===== src/rtl/asmd_seq_multiplier_if.sv =====
// asmd_seq_multiplier_if: start/ready handshake plus operand and result bus
interface asmd_seq_multiplier_if #(
  parameter int word_length = 8
);
  logic start;
  logic signed_mode;
  logic ready;
  logic done;
  logic [word_length-1:0] word0;
  logic [word_length-1:0] word1;
  logic [2*word_length-1:0] product;
  modport master(output start, signed_mode, word0, word1, input product, ready, done);
  modport slave(input start, signed_mode, word0, word1, output product, ready, done);
endinterface


===== src/rtl/asmd_seq_multiplier.sv =====
// asmd_seq_multiplier: shift-and-add signed/unsigned multiplier with early termination
module asmd_seq_multiplier #(
  parameter int word_length = 8
) (
  input logic clk,
  input logic reset,
  asmd_seq_multiplier_if.slave bus
);
  localparam int W = word_length;
  localparam int CW = $clog2(W);
  typedef enum logic [1:0] {INIT, IDLE, BUSY, FINISH} state_t;
  state_t state_q, state_d;
  logic [2*W-1:0] mcand_q, mcand_d, acc_q, acc_d, product_q, product_d;
  logic [W-1:0] mplier_q, mplier_d, mag0, mag1;
  logic [CW-1:0] count_q, count_d;
  logic neg_q, neg_d, ready_q, ready_d, done_q, done_d;
  // The magnitude of the most negative value still fits unsigned in W bits
  assign mag0 = (bus.signed_mode && bus.word0[W-1]) ? -bus.word0 : bus.word0;
  assign mag1 = (bus.signed_mode && bus.word1[W-1]) ? -bus.word1 : bus.word1;
  always_comb begin
    state_d = state_q;
    mcand_d = mcand_q;
    mplier_d = mplier_q;
    acc_d = acc_q;
    count_d = count_q;
    neg_d = neg_q;
    product_d = product_q;
    done_d = 1'b0;
    case (state_q)
      INIT: state_d = IDLE;
      IDLE: if (bus.start) begin
        mcand_d = {{W{1'b0}}, mag0};
        mplier_d = mag1;
        acc_d = '0;
        count_d = '0;
        neg_d = bus.signed_mode & (bus.word0[W-1] ^ bus.word1[W-1]);
        state_d = BUSY;
      end
      BUSY: begin
        acc_d = mplier_q[0] ? acc_q + mcand_q : acc_q;
        mcand_d = mcand_q << 1;
        mplier_d = mplier_q >> 1;
        count_d = count_q + 1'b1;
        state_d = (mplier_d == '0 || count_q == CW'(W - 1)) ? FINISH : BUSY;
      end
      FINISH: begin
        product_d = neg_q ? -acc_q : acc_q;
        done_d = 1'b1;
        state_d = IDLE;
      end
    endcase
    ready_d = state_d == IDLE;
  end
  always_ff @(posedge clk or posedge reset)
    if (reset) begin
      state_q <= INIT;
      mcand_q <= '0;
      mplier_q <= '0;
      acc_q <= '0;
      count_q <= '0;
      neg_q <= 1'b0;
      product_q <= '0;
      ready_q <= 1'b0;
      done_q <= 1'b0;
    end else begin
      state_q <= state_d;
      mcand_q <= mcand_d;
      mplier_q <= mplier_d;
      acc_q <= acc_d;
      count_q <= count_d;
      neg_q <= neg_d;
      product_q <= product_d;
      ready_q <= ready_d;
      done_q <= done_d;
    end
  assign bus.product = product_q;
  assign bus.ready = ready_q;
  assign bus.done = done_q;
endmodule


===== src/flat_wrapper.sv =====
// flat-port wrapper written by rule: the top's interface ports become plain ports
module asmd_seq_multiplier_flat 
#(
  parameter int word_length = 8
)
  (clk, reset, bus_start, bus_signed_mode, bus_word0, bus_word1, bus_product, bus_ready, bus_done);
  asmd_seq_multiplier_if #(.word_length(word_length)) bus_i ();
  input logic clk;
  input logic reset;
  input wire logic [$bits(bus_i.start)-1:0] bus_start;
  input wire logic [$bits(bus_i.signed_mode)-1:0] bus_signed_mode;
  input wire logic [$bits(bus_i.word0)-1:0] bus_word0;
  input wire logic [$bits(bus_i.word1)-1:0] bus_word1;
  output wire logic [$bits(bus_i.product)-1:0] bus_product;
  output wire logic [$bits(bus_i.ready)-1:0] bus_ready;
  output wire logic [$bits(bus_i.done)-1:0] bus_done;
  assign bus_i.start = bus_start;
  assign bus_i.signed_mode = bus_signed_mode;
  assign bus_i.word0 = bus_word0;
  assign bus_i.word1 = bus_word1;
  assign bus_product = bus_i.product;
  assign bus_ready = bus_i.ready;
  assign bus_done = bus_i.done;
  asmd_seq_multiplier #(.word_length(word_length)) u_core (.clk(clk), .reset(reset), .bus(bus_i));
endmodule

===== config.mk =====
export PLATFORM = sky130hd
export DESIGN_NAME = asmd_seq_multiplier_flat
export DESIGN_NICKNAME = d
export VERILOG_FILES = /design/src/rtl/asmd_seq_multiplier_if.sv /design/src/rtl/asmd_seq_multiplier.sv /design/src/flat_wrapper.sv
export SDC_FILE = /design/constraint.sdc
export NUM_CORES = 1
export LEC_CHECK = 0
export ABC_AREA = 1
export BUFFER_PORTS_ARGS = -buffer_cell sky130_fd_sc_hd__buf_2
export CORE_MARGIN = 1
export CORE_UTILIZATION = 50
export CTS_BUF_LIST = sky130_fd_sc_hd__clkbuf_8
export DETAILED_ROUTE_END_ITERATION = 16
export PLACE_DENSITY = 0.83
export SYNTH_ARGS = -nofsm -noshare
export SYNTH_HDL_FRONTEND = slang
export SYNTH_SLANG_ARGS = --single-unit

===== constraint.sdc =====
create_clock -name clk -period 1.65 [get_ports clk]
set_input_delay 0 -clock clk [delete_from_list [all_inputs] [get_ports clk]]
set_output_delay 0 -clock clk [all_outputs]
set_load 0.005 [all_outputs]

==> run summary <==
Sequential-to-total area share from yosys stat: 0.380
Final worst-path cycle share: 1.02
Synth Area in Simple Gates: 0.285
Largest net degree at the start of global routing: 65
Xor/xnor share of the synthesized area: 0.0208
Layout Skew: 0.00621 ns
Layout Nets: 732
Mux contribution to synthesized area: 0
Drt via density: 5.42
1st-iter DRT viols: 310
Syn nets: 649
Post-synth cell types: 32
Core ar.: 8180 µm²
Cells after Synth: 605
Kind of critical path: flop to flop
Initial Utilization: 0.516
Final worst slack: -0.0312 ns
Total Wirelength: 11500 µm
Clock sinks: 64
Initial antenna violation count: 0
GRT overflow: 0
Die width: 93.8 µm
Hpwl dp: 7670 µm
Root Driver: clkbuf_8
Avg Synthesized Cell Area: 6.97 µm²
CTS tree: done
Setup violators final: 4
Synth warn: 0
Synth Cell Area: 4220 µm²
Final std cells w/o fill: 795
Global-route usage over all layers: 0.259
Worst-Margin Slew: 0.383 ns
Compound-gate portion of the synthesized area: 0.134
HP Class: input port to flop
Row count: 33
PortBufs: 37
Worst setup SP type: flop
CP Max Fanout: 4
Wl on met1: 4710 µm
Diode count: 0
Main combinational cell family by area after synthesis: simple AND/OR/NAND/NOR gates
Routed WL per cell: 14.4 µm
Vias in the first global route: 4101
Met2 wire len: 5660 µm
Period minus WS final: 1.68 ns
Critical path arrival: 1.93 ns
Pwr per Cell Area: 1780 nW/µm²
Clock transition at path regs: 0.07 ns
Final hold slack: 0.00635 ns
Max clock buf depth: 2
Global-route wire length before repair: 17800 µm
Critical Path RT: 1.90 ns
Cells after DPL: 767
Final setup TNS: -0.0884 ns
Die Y: 93.8 µm
Outcome: complete, but fails checks
Die ar.: 8810 µm²
Leak: 0.00289 µW
Num CTS Buffers: 9
Total of max-cap violations: 0
Count of final hold-check violations: 0
Final Max Tran Viols: 0
I/O pin total: 38
RSZ-0062 raised after global routing: yes
Peak supply drop: 1.48 mV
Met3 wire len: 642 µm
Layout overhead on the synthesized area: 26.4%
Failing checks: negative setup slack
Worst Setup End Kind: flop
Max layer used: met4
Adder-cell share of the synthesized area: 0.0730
Synthesis-stage register bit count: 64
CTS H-tree depth: 3
Pre-Repair DR Iteration Count: 6
Latest clock arrival within the worst-skew pair: 0.35 ns
Share of layout cells above drive strength 1: 0.219
# DRC: 0
FMAX: 0.595 GHz
Via count: 4305
Slew headroom: 0.745
Final ANT Viol Nets: 0
Routability congestion estimate: 0.943
flip-flops by register name, indices dropped and copies added (netlist names):
signal / flops
u_core.acc_q: 16
u_core.bus.done: 1
u_core.bus.product: 16
u_core.bus.ready: 1
u_core.count_q: 3
u_core.mcand_q: 16
u_core.mplier_q: 8
u_core.neg_q: 1
u_core.state_q: 2
final timing paths:
path / startpoint / end / slack, ns / depth (start not counted)
min in group asynchronous: reset / u_core.bus.product[1]$_DFFE_PP0P_ / 0.23 / 4
max in group asynchronous: reset / u_core.acc_q[7]$_DFFE_PP0P_ / 1.07 / 4
setup / recovery: u_core.acc_q[0]$_DFFE_PP0P_ / u_core.acc_q[12]$_DFFE_PP0P_ / -0.03 / 11
setup reg to reg: u_core.acc_q[0]$_DFFE_PP0P_ / u_core.acc_q[12]$_DFFE_PP0P_ / -0.03 / 11
hold reg to reg: u_core.bus.product[10]$_DFFE_PP0P_ / u_core.bus.product[10]$_DFFE_PP0P_ / 0.48 / 2
hold / removal: bus_word0[6] / u_core.mcand_q[6]$_DFFE_PP0P_ / 0.006 / 5
cells by family (layout without fill, tap and decap cells):
| group | Yosys count | in the layout |
|---|---|---|
| buf+inv | 116 | 200 |
| compound gates | 100 | 101 |
| flops | 64 | 64 |
| fa+ha+maj | 24 | 24 |
| xor+xnor | 10 | 10 |
| simple gates | 291 | 291 |
power breakdown:
part	leakage [µW]	switching (µW)	internal (µW)
sequential	0.000845	518	2190
clock	0.0000935	587	685
combinational	0.00195	3200	2310
worst max-delay path, stage by stage, from the launching register on:
cell and delay [ns]:
dfrtp_1 0.37, ha_2 0.20, inv_2 0.04, fa_2 0.37, inv_2 0.09, nand3_2 0.09, nand3_4 0.11, nand3_4 0.09
nand3_2 0.08, nand2_1 0.05, nand3_1 0.06, nand2_1 0.05
timing repair:
action / 4_1_cts / 5_1_grt
resized for setup: 10 / 57
endpoints found under the hold margin: 70 / 0
hold buffers: 7 / 0
pin swaps: 0 / 9
setup endpoints to repair: 10 / 42
setup buffers: 0 / 7
gates cloned: 0 / 1
cell usage after synthesis (all sizes together):
cell / n / area [µm²]
a21oi: 27 / 139
a31oi: 2 / 12.5
and2: 1 / 6.26
buf: 8 / 48.8
clkbuf: 5 / 18.8
dfrtp: 64 / 1600
fa: 1 / 20.0
ha: 23 / 288
inv: 103 / 387
nand2: 190 / 716
nand3: 48 / 240
nand3b: 4 / 30.0
nand4: 5 / 31.3
nor2: 35 / 134
nor3: 4 / 20.0
o211ai: 8 / 60.1
o21ai: 47 / 246
o21bai: 1 / 7.51
o22ai: 12 / 75.1
o31a: 1 / 8.76
o31ai: 2 / 15.0
or2: 4 / 25.0
xor2: 10 / 87.6
cells in the final DEF (no fill, tap or decap), types with 2 or more instances in the layout:
master,count
buf_4,37
ha_1,9
nand4_1,5
nand2_2,8
nor2_1,29
inv_2,7
nand3_2,5
nand3_1,40
nor2_2,4
xor2_1,10
o31ai_1,2
nor2_4,2
inv_4,2
a21oi_2,2
buf_2,37
ha_4,10
o211ai_1,8
clkbuf_8,13
a31oi_1,2
o22ai_1,11
dfrtp_1,62
buf_6,2
dfrtp_2,2
nand3_4,3
nor3_2,3
nand3b_1,4
dlygate4sd3_1,7
o21ai_2,2
inv_1,94
o21ai_1,8
ha_2,4
a21oi_1,25
o21ai_0,37
nand2_1,181
or2_2,2
metrics by stage:
stage               setup slack (ns)  power [µW]  utilization  instance area [µm²]
finish                       -0.0312        9500        0.652                 5330
global route                  -0.116       10300        0.652                 5330
CTS                          -0.0151        8700        0.615                 5030
detailed placement           -0.0760        7280        0.578                 4730
global placement              0.0105        7090        0.578                 4730
floorplan                     0.0519        5770            -                 4220
cell type report:
type | instances | area, µm²
Clock buffer | 13 | 179
Sequential cell | 64 | 1600
Fill cell | 686 | 2840
Multi-Input combinational cell | 426 | 2450
Timing Repair Buffer | 84 | 576
Tap cell | 105 | 131
Inverter | 103 | 392
routing by layer:
layer	up-vias	track usage
met5	-	0
met4	0	0.126
met3	49	0.0526
met2	173	0.462
met1	1985	0.293
li1	2098	-
Note: power is estimated with default switching activity, not from simulation.
